[src/rtl/shift_sub_divider.sv]
// Unsigned restoring divider: one quotient bit per clock, MSB first.
// Results are registered and held until the next completed operation.
module shift_sub_divider #(
    parameter int WIDTH = 8
) (
    input  logic             clk,
    input  logic             rst_n,
    input  logic             start,
    input  logic [WIDTH-1:0] dividend,
    input  logic [WIDTH-1:0] divisor,
    output logic [WIDTH-1:0] quotient,
    output logic [WIDTH-1:0] remainder,
    output logic             busy,
    output logic             done,
    output logic             div_by_zero
);

    localparam int CW = $clog2(WIDTH) + 1;

    typedef enum logic [1:0] {
        S_IDLE,
        S_CALC,
        S_DONE
    } state_t;

    state_t           state_q, state_d;
    logic [CW-1:0]    cnt_q, cnt_d;
    logic [WIDTH-1:0] dvd_q, dvd_d;
    logic [WIDTH-1:0] dvs_q, dvs_d;
    logic [WIDTH:0]   rem_q, rem_d;
    logic [WIDTH-1:0] quo_q, quo_d;
    logic [WIDTH-1:0] quotient_q, quotient_d;
    logic [WIDTH-1:0] remainder_q, remainder_d;
    logic             dbz_q, dbz_d;
    logic             busy_q, busy_d;
    logic             done_q, done_d;

    logic [WIDTH:0]   shifted;
    logic [WIDTH:0]   rem_next;
    logic [WIDTH-1:0] quo_next;
    logic             fits;
    logic             last;

    // The partial remainder is always below the divisor, so one extra
    // bit keeps the shifted value and the subtraction free of overflow.
    always_comb begin
        shifted  = (rem_q << 1) | {{WIDTH{1'b0}}, dvd_q[WIDTH-1]};
        fits     = (shifted >= {1'b0, dvs_q});
        rem_next = fits ? (shifted - {1'b0, dvs_q}) : shifted;
        quo_next = {quo_q[WIDTH-2:0], fits};
        last     = (cnt_q == CW'(WIDTH - 1));
    end

    always_comb begin
        state_d     = state_q;
        cnt_d       = cnt_q;
        dvd_d       = dvd_q;
        dvs_d       = dvs_q;
        rem_d       = rem_q;
        quo_d       = quo_q;
        quotient_d  = quotient_q;
        remainder_d = remainder_q;
        dbz_d       = dbz_q;
        busy_d      = 1'b0;
        done_d      = 1'b0;

        unique case (state_q)
            S_IDLE, S_DONE: begin
                if (!start) begin
                    state_d = S_IDLE;
                end else if (divisor == '0) begin
                    state_d     = S_DONE;
                    quotient_d  = '1;
                    remainder_d = dividend;
                    dbz_d       = 1'b1;
                    done_d      = 1'b1;
                end else begin
                    state_d = S_CALC;
                    busy_d  = 1'b1;
                    cnt_d   = '0;
                    dvd_d   = dividend;
                    dvs_d   = divisor;
                    rem_d   = '0;
                    quo_d   = '0;
                end
            end
            S_CALC: begin
                dvd_d = dvd_q << 1;
                rem_d = rem_next;
                quo_d = quo_next;
                cnt_d = cnt_q + CW'(1);
                if (last) begin
                    state_d     = S_DONE;
                    done_d      = 1'b1;
                    quotient_d  = quo_next;
                    remainder_d = rem_next[WIDTH-1:0];
                    dbz_d       = 1'b0;
                end else begin
                    busy_d = 1'b1;
                end
            end
            default: begin
                state_d = S_IDLE;
            end
        endcase
    end

    always_ff @(posedge clk or negedge rst_n) begin
        if (!rst_n) begin
            state_q     <= S_IDLE;
            cnt_q       <= '0;
            dvd_q       <= '0;
            dvs_q       <= '0;
            rem_q       <= '0;
            quo_q       <= '0;
            quotient_q  <= '0;
            remainder_q <= '0;
            dbz_q       <= 1'b0;
            busy_q      <= 1'b0;
            done_q      <= 1'b0;
        end else begin
            state_q     <= state_d;
            cnt_q       <= cnt_d;
            dvd_q       <= dvd_d;
            dvs_q       <= dvs_d;
            rem_q       <= rem_d;
            quo_q       <= quo_d;
            quotient_q  <= quotient_d;
            remainder_q <= remainder_d;
            dbz_q       <= dbz_d;
            busy_q      <= busy_d;
            done_q      <= done_d;
        end
    end

    assign quotient    = quotient_q;
    assign remainder   = remainder_q;
    assign div_by_zero = dbz_q;
    assign busy        = busy_q;
    assign done        = done_q;

endmodule
[config.mk]
export PLATFORM = sky130hd
export DESIGN_NAME = shift_sub_divider
export DESIGN_NICKNAME = d
export VERILOG_FILES = /design/src/rtl/shift_sub_divider.sv
export SDC_FILE = /design/constraint.sdc
export NUM_CORES = 1
export LEC_CHECK = 0
export ABC_AREA = 1
export CORE_MARGIN = 5
export CORE_UTILIZATION = 50
export DETAILED_ROUTE_END_ITERATION = 16
export GPL_TIMING_DRIVEN = 0
export PLACE_DENSITY = 0.84
export REMOVE_ABC_BUFFERS = 1
export SYNTH_ARGS = -nofsm -noshare
export SYNTH_HDL_FRONTEND = slang
export SYNTH_SLANG_ARGS = --single-unit
[constraint.sdc]
create_clock -name clk -period 1.7 [get_ports clk]
set_input_delay 0.34 -clock clk [delete_from_list [all_inputs] [get_ports clk]]
set_output_delay 0.34 -clock clk [all_outputs]
set_load 0.005 [all_outputs]
==> run metrics, run 1 <==
area fraction in compound gates after synthesis 7.94%; Power Dens Cells 2210 nW/um^2; Worst Max-Slew Pin Slew 570 ps; DR WL/cell 15.6 um; Hold Crit Class input pin to asynchronous set/reset pin; Final Hold Vio Count 2; port bufs 37; Critical Path AT 2130 ps; worst clock skew 6.69 ps; status finished with violations; Mapped Area 3010 sq um; Layout area overhead 35.2%; Initial DRT Pass Iterations 8; most frequent cells in the layout nand2_1, dfrtp_1, inv_1; first-pass GRT wire length 13.2 mm; total routed wirelength 8.02 mm; commonest non-fill, non-tap cell in the layout nand2_1; core area 5890 sq um; Post-DP HPWL 4.70 mm; DRC errors left 0; post-synthesis simple-gate area fraction 30.0%; Vias/cell 5.44; placed inst area 3430 sq um; failing checks negative hold slack, negative setup slack; RSZ-0062 raised after global routing yes; clk_lat worst skew 320 ps; H-tree lvl count 2; TritonCTS clock tree yes; gate count of the mapped netlist 377; largest family of logic cells by synthesized area simple AND/OR/NAND/NOR gates; number of library cell types mapped by synthesis 30; leakage power 1.94 nW; setup TNS -868 ps; Synth Area in XOR/XNOR 0.873%; largest net degree at the start of global routing 33; Clock Pin Slew Worst Setup and Hold Paths 110 ps; layout cells sized above 1 27.6%; fin nets 466; Max-cap violations 0; CP max FO 2; post-synthesis mux area share 0%; Crit-path slowest cell dfrtp_2; antenna cells 0; Die Height 87.6 um; post-synthesis adder-cell area fraction 4.41%; design area 4070 sq um; initial antenna violation count 0; io pins 38; final global-route overflow total 0; DR vias 2790; Initial Utilization 51.1%; vias in the first global route 2846; Peak supply drop 1090 uV; slew margin rel. 62.0%; setup ws final -154 ps; startpoint types flip-flop; period utilisation layout 109%; layout filler cell count 454; maximum clock rate 539 MHz; chip width 87.6 um; Mapped Avg Cell Area 7.99 sq um; number of cell rows 28; initial drt markers 249; CP Buf/Inv Count 1; area of the multi-input gates 1670 sq um; antenna-violating nets left 0; Worst EP required 1970 ps; Critical Path, Cell by Cell ha_4 -> fa_2 -> nor2_4 -> nand2_2 -> nand3_2 -> nand2_2 -> nand2_2 -> nand3_2 -> nand3_2 -> nand2_1 -> inv_1; Final Setup Violations 13; CTS Sinks 56; Tmin final 1850 ps; worst hold slack -0.738 ps; final max-slew violation count 0; CP top delay family simple AND/OR/NAND/NOR gates; sequential area share after synthesis 46.6%; CP endpoint kind flip-flop; critical path's largest stage delay 460 ps; Max clock buf depth 2; gpl congestion 0.867; FF+latch count, synth 56; CP Class flip-flop to flip-flop; GRT Overall Usage 21.9%; hold-fix buffer count after cts 0; Reg area 1400 sq um; Num CTS Buffers 5; Root Buffer clkbuf_8; Die Area 7670 sq um; yosys warns 0
[synthesized netlist by cell type]
library cell / count / area, sq um
nand4_1: 10 / 62.6
nand2_1: 86 / 323
a31oi_1: 7 / 43.8
buf_6: 1 / 11.3
xnor2_1: 3 / 26.3
nand4_2: 2 / 25.0
nor2_4: 1 / 11.3
nand3_1: 35 / 175
nand2_2: 4 / 25.0
buf_2: 7 / 35.0
o211ai_1: 1 / 7.51
ha_1: 9 / 113
inv_1: 63 / 236
a21oi_1: 5 / 25.0
o21ai_4: 1 / 16.3
clkbuf_1: 1 / 3.75
nor3_1: 1 / 5.00
o21ai_1: 4 / 20.0
buf_4: 2 / 15.0
o211ai_2: 3 / 37.5
o21ai_0: 9 / 45.0
nand3_2: 4 / 40.0
nor2_2: 4 / 25.0
o22ai_1: 7 / 43.8
inv_2: 2 / 7.51
nor2_1: 38 / 143
fa_1: 1 / 20.0
nand2_4: 1 / 11.3
or2_2: 9 / 56.3
dfrtp_1: 56 / 1400
[layout make-up]
type	count	area share, %
multi-input combinational	249	41.1
sequential	56	34.5
tap	75	2.30
clock buffer	5	1.69
clock inverter	3	0.676
inverter	65	6.15
timing repair buffer	60	13.6
[state kept, by name, indices dropped and copies added (netlist names), 2 cells and up]
register,cells
rem_q,8
quo_q,7
dvd_q,8
remainder,8
dvs_q,8
state_q,2
quotient,8
cnt_q,4
[worst paths after layout]
kind	startpoint	to	slack [ps]	depth (start not counted)
worst min register to register	div_by_zero	div_by_zero	490	2
worst min-delay path	rst_n	dvs_q[6]	-0.7	1
min in group clk	div_by_zero	div_by_zero	490	2
worst max-delay path	dvs_q[0]	remainder[6]	-150	11
max in group asynchronous	rst_n	rem_q[5]	1130	2
worst max register to register	dvs_q[0]	remainder[6]	-150	11
[repair_timing]
action | in CTS | in global routing
gates resized for setup | 36 | 44
setup endpoints to repair | 46 | 26
cloned | 4 | 0
buffers inserted | 13 | 9
pin swaps | 17 | 17
[per-stage QoR]
step	setup WS [ps]	util, %	total power (W)	cells	hold slack, ps
final	-154	69.2	0.00901	513	-0.738
after global routing	-242	69.2	0.00971	513	42.8
after CTS	-75.2	65.9	0.00820	504	16.2
after detailed placement	-791	58.3	0.00639	479	369
after global placement	-1440	57.9	0.00628	478	465
after floorplan	-623	-	0.00514	366	44.4
[worst reg2reg max path: stages (launching register included)]
cell,delay [ps]
dfrtp_2,460
ha_4,180
fa_2,420
nor2_4,150
nand2_2,80
nand3_2,80
nand2_2,60
nand2_2,70
nand3_2,100
nand3_2,110
nand2_1,50
inv_1,40
[power breakdown]
group	internal, W	total [W]	leakage [nW]	switching [W]
clock network	0.000304	0.000788	0.0463	0.000484
registers	0.00194	0.00234	0.663	0.000394
logic	0.00257	0.00588	1.23	0.00330
[routing by layer]
metal | vias up | GRT usage [%] | share of wire (%) | wire (um)
met1 | 1330 | 27.6 | 40 | 3220
li1 | 1322 | - | - | -
met5 | - | 0 | 0 | 0
met2 | 110 | 37.6 | 51 | 4080
met4 | 0 | 8.23 | 3.4 | 276
met3 | 28 | 3.76 | 5.6 | 446
[cell families after synthesis]
group | count (synthesis)
adder cells (fa/ha/maj) | 10
XOR/XNOR | 3
AO/OA/AOI/OAI | 37
AND/OR/NAND/NOR | 195
buffers and inverters | 76
flip-flops | 56
Power figures use the tool's default switching activity.
==> inputs of run 2 (changes only) <==
Settings changed: CORE_UTILIZATION 50 to 57, DONT_BUFFER_PORTS from default to 1, GPL_TIMING_DRIVEN 0 to default, PLACE_DENSITY 0.84 to 0.83.
==> run 2 against run 1 <==
The flow finishes with violations (negative setup slack). Critical path depth fell by 3. Non-clock buffer count decreased by 18. First-iteration DRC count down 8.4%. Worst setup slack better by 79 ps. Die area shrank 11%. Final cell count down 5.1%. Largest power group unchanged. Highest routed layer unchanged.
==> run metrics, run 2 (same netlist as run 1, synthesis figures left out) <==
initial antenna violation count 0; GRT Overall Usage 23.4%; Final Power 0.00905 W; core area 5110 sq um; Final Setup Violations 9; Initial Utilization 58.9%; Num CTS Buffers 5; CP Class flip-flop to flip-flop; antenna cells 0; largest net degree at the start of global routing 57; worst clock skew 9.99 ps; Clock Pin Slew Worst Setup and Hold Paths 110 ps; WL met2 3.93 mm; period utilisation layout 104%; CP endpoint kind flip-flop; number of cell rows 26; final max-slew violation count 0; Critical Path AT 2020 ps; clk_lat worst skew 320 ps; Final Hold Vio Count 0; metal3 WL 445 um; Max clock buf depth 2; total routed wirelength 7.60 mm; Layout area overhead 27.7%; gpl congestion 0.856; Power Dens Cells 2360 nW/um^2; H-tree lvl count 2; Post-Layout Cell Count 487; max layer used met4; failing checks negative setup slack; setup ws final -75.5 ps; DRC errors left 0; Worst EP required 1950 ps; startpoint types flip-flop; maximum clock rate 563 MHz; layout filler cell count 356; fin nets 445; antenna-violating nets left 0; DR vias 2629; initial drt markers 228; Worst Max-Slew Pin Slew 394 ps; slew margin rel. 73.7%; port bufs 0; Die Height 82.7 um; Tmin final 1780 ps; CTS Sinks 56; M1 wire length 2.99 mm; Max-cap violations 0; dpl cells 463; first-pass GRT wire length 12.1 mm; chip width 82.7 um; Die Area 6840 sq um; status finished with violations; most frequent cells in the layout nand2_1, dfrtp_1, inv_1; Vias/cell 5.40; vias in the first global route 2625; final global-route overflow total 0; commonest non-fill, non-tap cell in the layout nand2_1; io pins 38; CP max FO 8; TritonCTS clock tree yes; Hold Crit Class input pin to flip-flop; RSZ-0062 raised after global routing yes; Post-DP HPWL 4.68 mm; layout cells sized above 1 34.3%; worst hold slack 166 ps; leakage power 1.89 nW; Initial DRT Pass Iterations 7; DR WL/cell 15.6 um; Peak supply drop 1640 uV; Root Buffer clkbuf_8
-- run 2: worst max-delay path, stage by stage, from the launching register on --
cell	delay (ps)
dfrtp_1	450
ha_4	270
buf_4	150
nand2_1	70
nand3_2	80
nor2_4	240
nand4_1	190
buf_4	180
o211ai_2	60
-- run 2: routing by layer --
layer / vias to the layer above / GRT usage, %
li1: 1278 / -
met5: - / 0
met3: 21 / 5.97
met4: 0 / 8.66
met1: 1247 / 28.1
met2: 83 / 40.5
-- run 2: worst paths after layout --
path | startpoint | to | slack, ps | cells after the start
setup / recovery | rem_q[6] | rem_q[7] | -80 | 8
hold / removal | divisor[7] | dvs_q[7] | 170 | 2
setup reg to reg | rem_q[6] | rem_q[7] | -80 | 8
hold reg to reg | dvd_q[3] | dvd_q[3] | 500 | 2
max in group asynchronous | rst_n | cnt_q[2] | 890 | 2
min in group asynchronous | rst_n | rem_q[7] | 540 | 2
-- run 2: cell type report --
class	instances	area (sq um)	area share, %
timing repair buffer	42	354	9.21
clock inverter	3	33.8	0.879
clock buffer	5	68.8	1.79
sequential	56	1400	36.5
inverter	65	244	6.35
tap	70	87.6	2.28
multi-input combinational	246	1650	43.0
-- run 2: where the power goes --
part | leakage [nW] | switching (W) | internal, W | total, W
logic | 1.18 | 0.00336 | 0.00254 | 0.00589
registers | 0.664 | 0.000415 | 0.00194 | 0.00236
clock network | 0.0515 | 0.000491 | 0.000311 | 0.000802
total | 1.89 | 0.00426 | 0.00479 | 0.00905
-- run 2: metrics by stage --
stage	cell area (sq um)	setup slack, ps	util, %	setup TNS [ps]
detailed placement	3250	-237	63.6	-3050
floorplan	2950	-623	-	-22070
global placement	3250	-181	63.6	-1910
CTS	3650	-7.37	71.5	-10.7
global route	3840	-153	75.3	-1380
finish	3840	-75.5	75.3	-330
-- run 2: what timing repair did --
item                       in CTS  in global routing
gates resized for setup        49                 30
pin swaps                      19                 28
setup endpoints to repair      18                 23
hold buffers                    2                  0
hold endpoints to repair       56                  0
buffers inserted                2                 11
cloned                          1                  0
